<file path="src/rtl/arm_seq.sv">
// Instruction sequencer for the Harvard 16-bit core.
// Owns the program counter, instruction register, zero flag and retired-instruction
// counter, and walks the FETCH -> EXEC1 (-> EXEC2) phases that the ALU stage keys off.
// Jumps, zero-conditional branches and halt are resolved here, in EXEC1.
module arm_seq #(
  parameter int unsigned PC_W     = 8,
  parameter int unsigned RESET_PC = 0
) (
  input  logic            clk,
  input  logic            rst_n,
  output logic [PC_W-1:0] imem_addr,
  output logic            imem_req,
  input  logic [15:0]     imem_data,
  input  logic            imem_valid,
  input  logic            alu_zero,
  output logic [15:0]     inst,
  output logic [2:0]      state,
  output logic            halted,
  output logic [15:0]     retired
);

  localparam logic [PC_W-1:0] ResetPc = PC_W'(RESET_PC);

  typedef enum logic [1:0] {
    StFetch,
    StExec1,
    StExec2,
    StHalt
  } st_e;

  st_e              st_q, st_d;
  logic [PC_W-1:0]  pc_q, pc_d;
  logic [15:0]      inst_q, inst_d;
  logic             zflag_q, zflag_d;
  logic [15:0]      retired_q, retired_d;

  // Opcode decode of the held instruction; only meaningful in EXEC1/EXEC2.
  logic [3:0]       opcode;
  logic             is_arm;
  logic             is_ldr;
  logic             is_jmp;
  logic             is_bz;
  logic             is_halt;
  logic [PC_W-1:0]  target;

  // Classify the instruction register; bits above PC_W never reach the PC.
  always_comb begin
    opcode  = inst_q[15:12];
    is_arm  = opcode[3];
    is_ldr  = (opcode == 4'hE);
    is_jmp  = (opcode == 4'h4);
    is_bz   = (opcode == 4'h5);
    is_halt = (opcode == 4'h7);
    target  = inst_q[PC_W-1:0];
  end

  // Next-state logic: every register holds unless its phase says otherwise.
  always_comb begin
    st_d      = st_q;
    pc_d      = pc_q;
    inst_d    = inst_q;
    zflag_d   = zflag_q;
    retired_d = retired_q;

    unique case (st_q)
      StFetch: begin
        // Wait states simply stall here with everything frozen.
        if (imem_valid) begin
          inst_d = imem_data;
          pc_d   = pc_q + PC_W'(1);
          st_d   = StExec1;
        end
      end

      StExec1: begin
        if (is_arm) begin
          zflag_d = alu_zero;
        end
        // BZ tests the flag left by an earlier ARM op, never this cycle's alu_zero.
        if (is_jmp || (is_bz && zflag_q)) begin
          pc_d = target;
        end
        if (is_halt) begin
          st_d = StHalt;
        end else if (is_ldr) begin
          st_d = StExec2;
        end else begin
          st_d      = StFetch;
          retired_d = retired_q + 16'd1;
        end
      end

      StExec2: begin
        retired_d = retired_q + 16'd1;
        st_d      = StFetch;
      end

      StHalt: begin
        st_d = StHalt;
      end

      default: begin
        st_d = StFetch;
      end
    endcase
  end

  // State registers; reset abandons any in-flight instruction without retiring it.
  always_ff @(posedge clk or negedge rst_n) begin
    if (!rst_n) begin
      st_q      <= StFetch;
      pc_q      <= ResetPc;
      inst_q    <= 16'h0000;
      zflag_q   <= 1'b0;
      retired_q <= 16'h0000;
    end else begin
      st_q      <= st_d;
      pc_q      <= pc_d;
      inst_q    <= inst_d;
      zflag_q   <= zflag_d;
      retired_q <= retired_d;
    end
  end

  // Outputs decoded purely from registered state; no input-to-output paths.
  always_comb begin
    imem_addr = pc_q;
    inst      = inst_q;
    retired   = retired_q;
    imem_req  = (st_q == StFetch);
    halted    = (st_q == StHalt);
    state     = {(st_q == StExec2), (st_q == StExec1), (st_q == StFetch)};
  end

endmodule

</file>
<file path="config.mk">
export PLATFORM = sky130hd
export DESIGN_NAME = arm_seq
export DESIGN_NICKNAME = d
export VERILOG_FILES = /design/src/rtl/arm_seq.sv
export SDC_FILE = /design/constraint.sdc
export NUM_CORES = 1
export LEC_CHECK = 0
export ABC_AREA = 0
export ABC_CLOCK_PERIOD_IN_PS = 1600
export BUFFER_PORTS_ARGS = -buffer_cell sky130_fd_sc_hd__buf_2
export CORE_ASPECT_RATIO = 0.5
export CORE_UTILIZATION = 25
export CTS_BUF_LIST = sky130_fd_sc_hd__clkbuf_2 sky130_fd_sc_hd__clkbuf_4 sky130_fd_sc_hd__clkbuf_8
export DETAILED_ROUTE_END_ITERATION = 10
export GPL_TIMING_DRIVEN = 0
export SYNTH_ARGS = -nofsm -noshare
export SYNTH_HDL_FRONTEND = slang
export SYNTH_SLANG_ARGS = --single-unit
</file>
<file path="constraint.sdc">
create_clock -name clk -period 1.6 [get_ports clk]
set_input_delay 0 -clock clk [delete_from_list [all_inputs] [get_ports clk]]
set_output_delay 0 -clock clk [all_outputs]
set_load 0.05 [all_outputs]
</file>
==> Word-level counts from Yosys, hierarchy flattened <==
Cells that the tools add are included.
Widths: inputs -> output; s select.
{ "op_classes": {"n_eq_ne": 11, "n_reduce_logical": 9, "n_mux": 10, "addsub": 2} }
{ "op_table": {"columns": ["operator", "count"], "rows": [
  ["$mux 16", 2],
  ["$pmux 16 s2", 1],
  ["$add 16x1->16 const B", 1],
  ["$mux 8", 2],
  ["$pmux 8 s2", 1],
  ["$eq 4x3->1 const B", 3],
  ["$add 8x1->8 const B", 1],
  ["$pmux 2 s4", 1],
  ["$mux 2", 3],
  ["$reduce_and 3->1", 2],
  ["$eq 2x2->1 const B", 2],
  ["$eq 4x4->1 const B", 1],
  ["$ne 2x1->1 const B", 2],
  ["$ne 2x2->1 const B", 2],
  ["$reduce_and 2->1", 2],
  ["$reduce_bool 2->1", 2],
  ["$eq 2x1->1 const B", 1],
  ["$logic_not 2->1", 1],
  ["$logic_and 1x1->1", 1],
  ["$logic_or 1x1->1", 1]
]} }
{ "word_totals": {"regBits": 43} }

==> Longest topological paths before layout <==
{ "depth": {"ltp_word": 5, "mapped_depth": 7, "mapped_depth_nobuf": 6} }

==> Worst setup path after synthesis <==
OpenSTA, ideal clock, no wires.
{ "synth_path": {"path_kind": "reg-to-reg", "from": "reg st_q[1]", "to": "reg pc_q[0] (netlist: imem_addr[0])", "slack_ns": -0.526, "synth_period_minus_slack_ns": 2.126, "path_buffers": 1, "required_ns": 1.475, "setup_ns": 0.125, "t_arrival_ns": 2.001, "path_stages_with_launch": 8, "path_cell_list": "dfrtp_1 > inv_1 > ha_1 > buf_6 > and3b_2 > nand4b_4 > o21ai_4 > mux2_4"} }
{ "synth_via": {"elab_chain_cells": 3} }
{ "synth_lines": {"columns": ["item", "line_no", "text"], "rows": [
  ["start, declared", "31", "st_e st_q, st_d;"],
  ["start signal, assigned", "111", "st_q <= StFetch;"],
  ["start signal, assigned", "117", "st_q <= st_d;"],
  ["$eq 2x1->1 (*)", null, null],
  ["named net state[1]", "17", "output logic [2:0] state,"],
  ["$ne 2x1->1 (no source line) / $reduce_bool 2->1 (equally long branches)", null, null],
  ["$reduce_and 3->1 (no source line)", null, null],
  ["end signal, assigned", "112", "pc_q <= ResetPc;"],
  ["end signal, assigned", "118", "pc_q <= pc_d;"],
  ["end, declared", "32", "logic [PC_W-1:0] pc_q, pc_d;"]
]} }
The timed path passes the listed nets; every way through them passes the cells marked *.
A chain may end at the register's enable or synchronous reset.

==> Worst setup path in the final report <==
{ "layout_path": {"from": "reg st_q[1]", "to": "reg pc_q[5] (netlist: imem_addr[5])"} }
{ "layout_via": {"elab_chain_cells": 3} }
{ "layout_lines": {"columns": ["item", "line_no", "text"], "rows": [
  ["$eq 2x1->1 / $logic_not 2->1 (equally long branches)", "65", "unique case (st_q)"],
  ["$ne 2x1->1 (no source line) / $reduce_bool 2->1 (equally long branches)", null, null],
  ["$reduce_and 3->1 (no source line)", null, null]
]} }
Several ways; a longest one is shown, not always the timed one.

==> impl_summary.txt <==
----------------------------------------------------
[Floorplan]
  Area of the die ... 0.009001 mm^2
  Vertical die dimension ... 67.59 um
  # IOs ... 65
  FP Rows ... 23
  Die X-Extent ... 133.2 um
  Starting density of the core ... 26.32%
  Core area ... 0.008173 mm^2

[Setup path]
  Endpoint type of the worst setup path ... flop
  Top Family by Delay on Critical Path ... flip-flops
  Max stage delay on crit path ... 0.40 ns
  Largest driver fanout on the critical path ... 6
  Number of buffer and inverter instances along the worst setup path ... 2
  Critical setup path kind ... flop to flop
  Type of element launching the critical path ... flop
  Slowest stage cell on the critical path ... dfrtp_1
  Arrival time reported for the critical path endpoint ... 1.78 ns
  Flop-to-flop setup slack ... 0.01 ns
  Cell-by-cell trace of the critical path ... inv_2 -> ha_4 -> and3b_2 -> nand4b_4 -> buf_12 -> o32a_1 -> o211a_1
  CP required ... 1.79 ns

[STA]
  Final critical-path required period ... 1.589 ns
  Unrepaired setup endpoints after global routing ... true
  Final Max Slew Viols ... 0
  Final period utilization ... 99.28%
  Headroom to the max-slew limit ... 33.88%
  Peak clock frequency supported by timing ... 629.5 MHz
  Hold Fails Final Rpt ... 0
  Layout Skew ... 0.004048 ns
  Accumulated negative setup slack ... 0 ns
  Slew at the pin closest to its max-slew limit ... 0.9918 ns
  Final number of setup-violating endpoints ... 0

[Final layout]
  Fraction of final layout cells with drive strength greater than 1 ... 39.47%
  Number of nets in the final layout ... 331
  Antenna cell count ... 0
  Leading cell type in the layout, fill and taps excluded ... buf_2
  Number of fillers in the final layout ... 826
  Final instance area ... 0.003117 mm^2
  Most frequent cells in the layout ... buf_2, nand2_1, dfrtp_1
  Synth-to-layout area growth ... 44.91%

[Synth]
  Fraction of the yosys area taken by sequential cells ... 50.03%
  Number of warnings reported in the yosys synthesis log ... 0
  Async set-reset flop share out of synthesis ... 100.0%
  Area fraction in and, or, nand and nor cells after synthesis ... 24.49%
  Post-synth design cell area ... 0.002151 mm^2
  Post-synth EDFFs ... 0
  Post-synthesis cell type count ... 39
  Most used DFF post-synth ... dfrtp_1
  Synthesized instance count ... 199
  Average size of a mapped cell ... 10.81 um^2
  Multiplexer fraction of the synthesized cell area ... 2.967%
  Fraction of the mapped netlist area in compound gates ... 9.482%
  Register bit total from synthesis ... 43
  Post-Syn Nets ... 226
  Arithmetic-cell share of the synthesized area counting full adders, half adders and majority gates ... 4.072%
  Synth Area in XOR/XNOR ... 6.864%
  Combinational family with the most area after synthesis ... simple AND/OR/NAND/NOR gates

[Power and ir drop]
  Power consumption ... 6718 uW
  Power density over the cells ... 2155 mW/mm^2
  Max rail drop VDD ... 0.8875 mV
  Leakage power of the design ... 0.001633 uW

[Clocking]
  Clock buffer depth ... 2
  Number of buffers added by the clock tree synthesis step ... 5
  Register clock-pin slew on the reported worst setup and hold paths ... 0.08 ns
  Insertion delay to the later sink of the worst-skew pair ... 0.30 ns
  Root buffer cell ... clkbuf_8
  Total clock sinks ... 43
  CTS H-tree lvls ... 2
  Clock tree from TritonCTS ... built

[GRT]
  Number of antenna violations at the first check in global routing ... 0
  Largest net degree at the start of global routing ... 44
  GRT Overall Usage ... 12.89%
  Wire length of the first global-routing pass ... 8825 um
  Vias in the first global route ... 1773
  Congestion Overflow GR ... 0

[Placement]
  Placement-stage cell area ... 0.002636 mm^2
  Quantity of I/O buffers inserted on ports ... 64
  Final HPWL DP ... 3939 um
  Routability Congestion ... 0.8028

[Run]
  Number of max-cap violations ... 0

[Drt]
  Average wire length per cell after detail routing ... 13.43 um
  First-pass iteration count of the detailed router ... 4
  Via density per instance ... 4.529
  Routed Wire Length ... 5588 um
  DRC violation count after routing ... 0
  DR vias ... 1884
  Remaining antenna violation count after routing ... 0
  Initial detailed-routing violation count ... 75

[Run status]
  Status ... finished clean

[Worst hold path]
  Worst Hold Class ... primary input to flop

----------------------------------------------------
where the power goes:
group | switching [uW] | total (uW) | leakage [uW] | internal (uW)
registers | 463 | 1950 | 0.000550 | 1480
logic | 2600 | 4050 | 0.00104 | 1450
clock network | 382 | 721 | 0.0000470 | 339
total | 3440 | 6720 | 0.00163 | 3270
worst register-to-register path, delay by kind of cell, from the launching register on:
kind,cells,cell delay [ns]
buffers and inverters,2,0.27
adder cells (fa/ha/maj),1,0.18
AO/OA/AOI/OAI,2,0.27
AND/OR/NAND/NOR,2,0.36
flip-flops,1,0.40
per-layer routing:
layer / track usage (%) / vias up / routed length, um
li1: - / 901 / -
met1: 15.57 / 931 / 2479
met2: 22.25 / 45 / 2778
met3: 3.679 / 7 / 264
met4: 4.972 / 0 / 67
met5: 0 / - / 0
kinds of logic after synthesis:
group,count (synthesis)
DFF,43
adders and majority gates,7
and+or+nand+nor,98
buffers and inverters,9
AOI/OAI and AO/OA,21
xor gates and xnor gates,16
muxes,5
cell usage after synthesis, drive strengths merged, types with 4 or more instances:
master   n  area share (%)
and3     8             2.4
clkbuf   4            0.70
dfrtp   43              50
ha       7             4.1
mux2     5             3.0
nand2   57             9.9
nand3    5             1.4
nand4    4             1.2
nand4b   6             3.1
nor2     5            0.87
o211a    6             2.8
o21ai    5             1.9
o32a     5             2.3
xnor2    8             3.6
xor2     8             3.3
final timing paths:
kind | start | end | depth (start not counted)
min reg2reg | retired[15] | retired[15] | 1
max | st_q[1] | imem_addr[5] | 7
min | imem_valid | st_q[0] | 3
max in group asynchronous | rst_n | retired[7] | 2
max reg2reg | st_q[1] | imem_addr[5] | 7
min in group asynchronous | rst_n | imem_addr[6] | 2
flip-flops by register name (all words and copies together), names as in the netlist:
name       cells
imem_addr      8
inst          16
retired       16
st_q           2
zflag_q        1
metrics by stage:
step	worst slack, ns	cells	util (%)	hold slack [ns]
global route	-0.06612	416	38.14	0.1066
global placement	-0.2559	375	32.26	0.1910
finish	0.01148	416	38.14	0.1021
detailed placement	-0.2703	375	32.26	0.1940
CTS	-0.01632	411	37.40	0.1176
floorplan	-0.2382	199	-	-0.2956
area by class of cell:
type	instances	area (um^2)	share of cell area, %
clock inverters	1	5.005	0.1606
well taps	112	140.1	4.496
flip-flops and latches	43	1076	34.52
repair buffers	99	656.9	21.08
plain buffers	5	28.78	0.9233
inverters	3	11.26	0.3613
clock buffers	6	82.58	2.650
multi-input cells	147	1116	35.81
repair_timing:
action                                  4_1_cts  5_1_grt
pin swaps                                     5       10
gates resized for setup                      12        5
cloned                                        0        0
hold buffers                                 18        0
endpoints found under the hold margin        60        0
endpoints found under the setup margin       41       20
setup buffers                                12        5
Power figures use the tool's default switching activity.
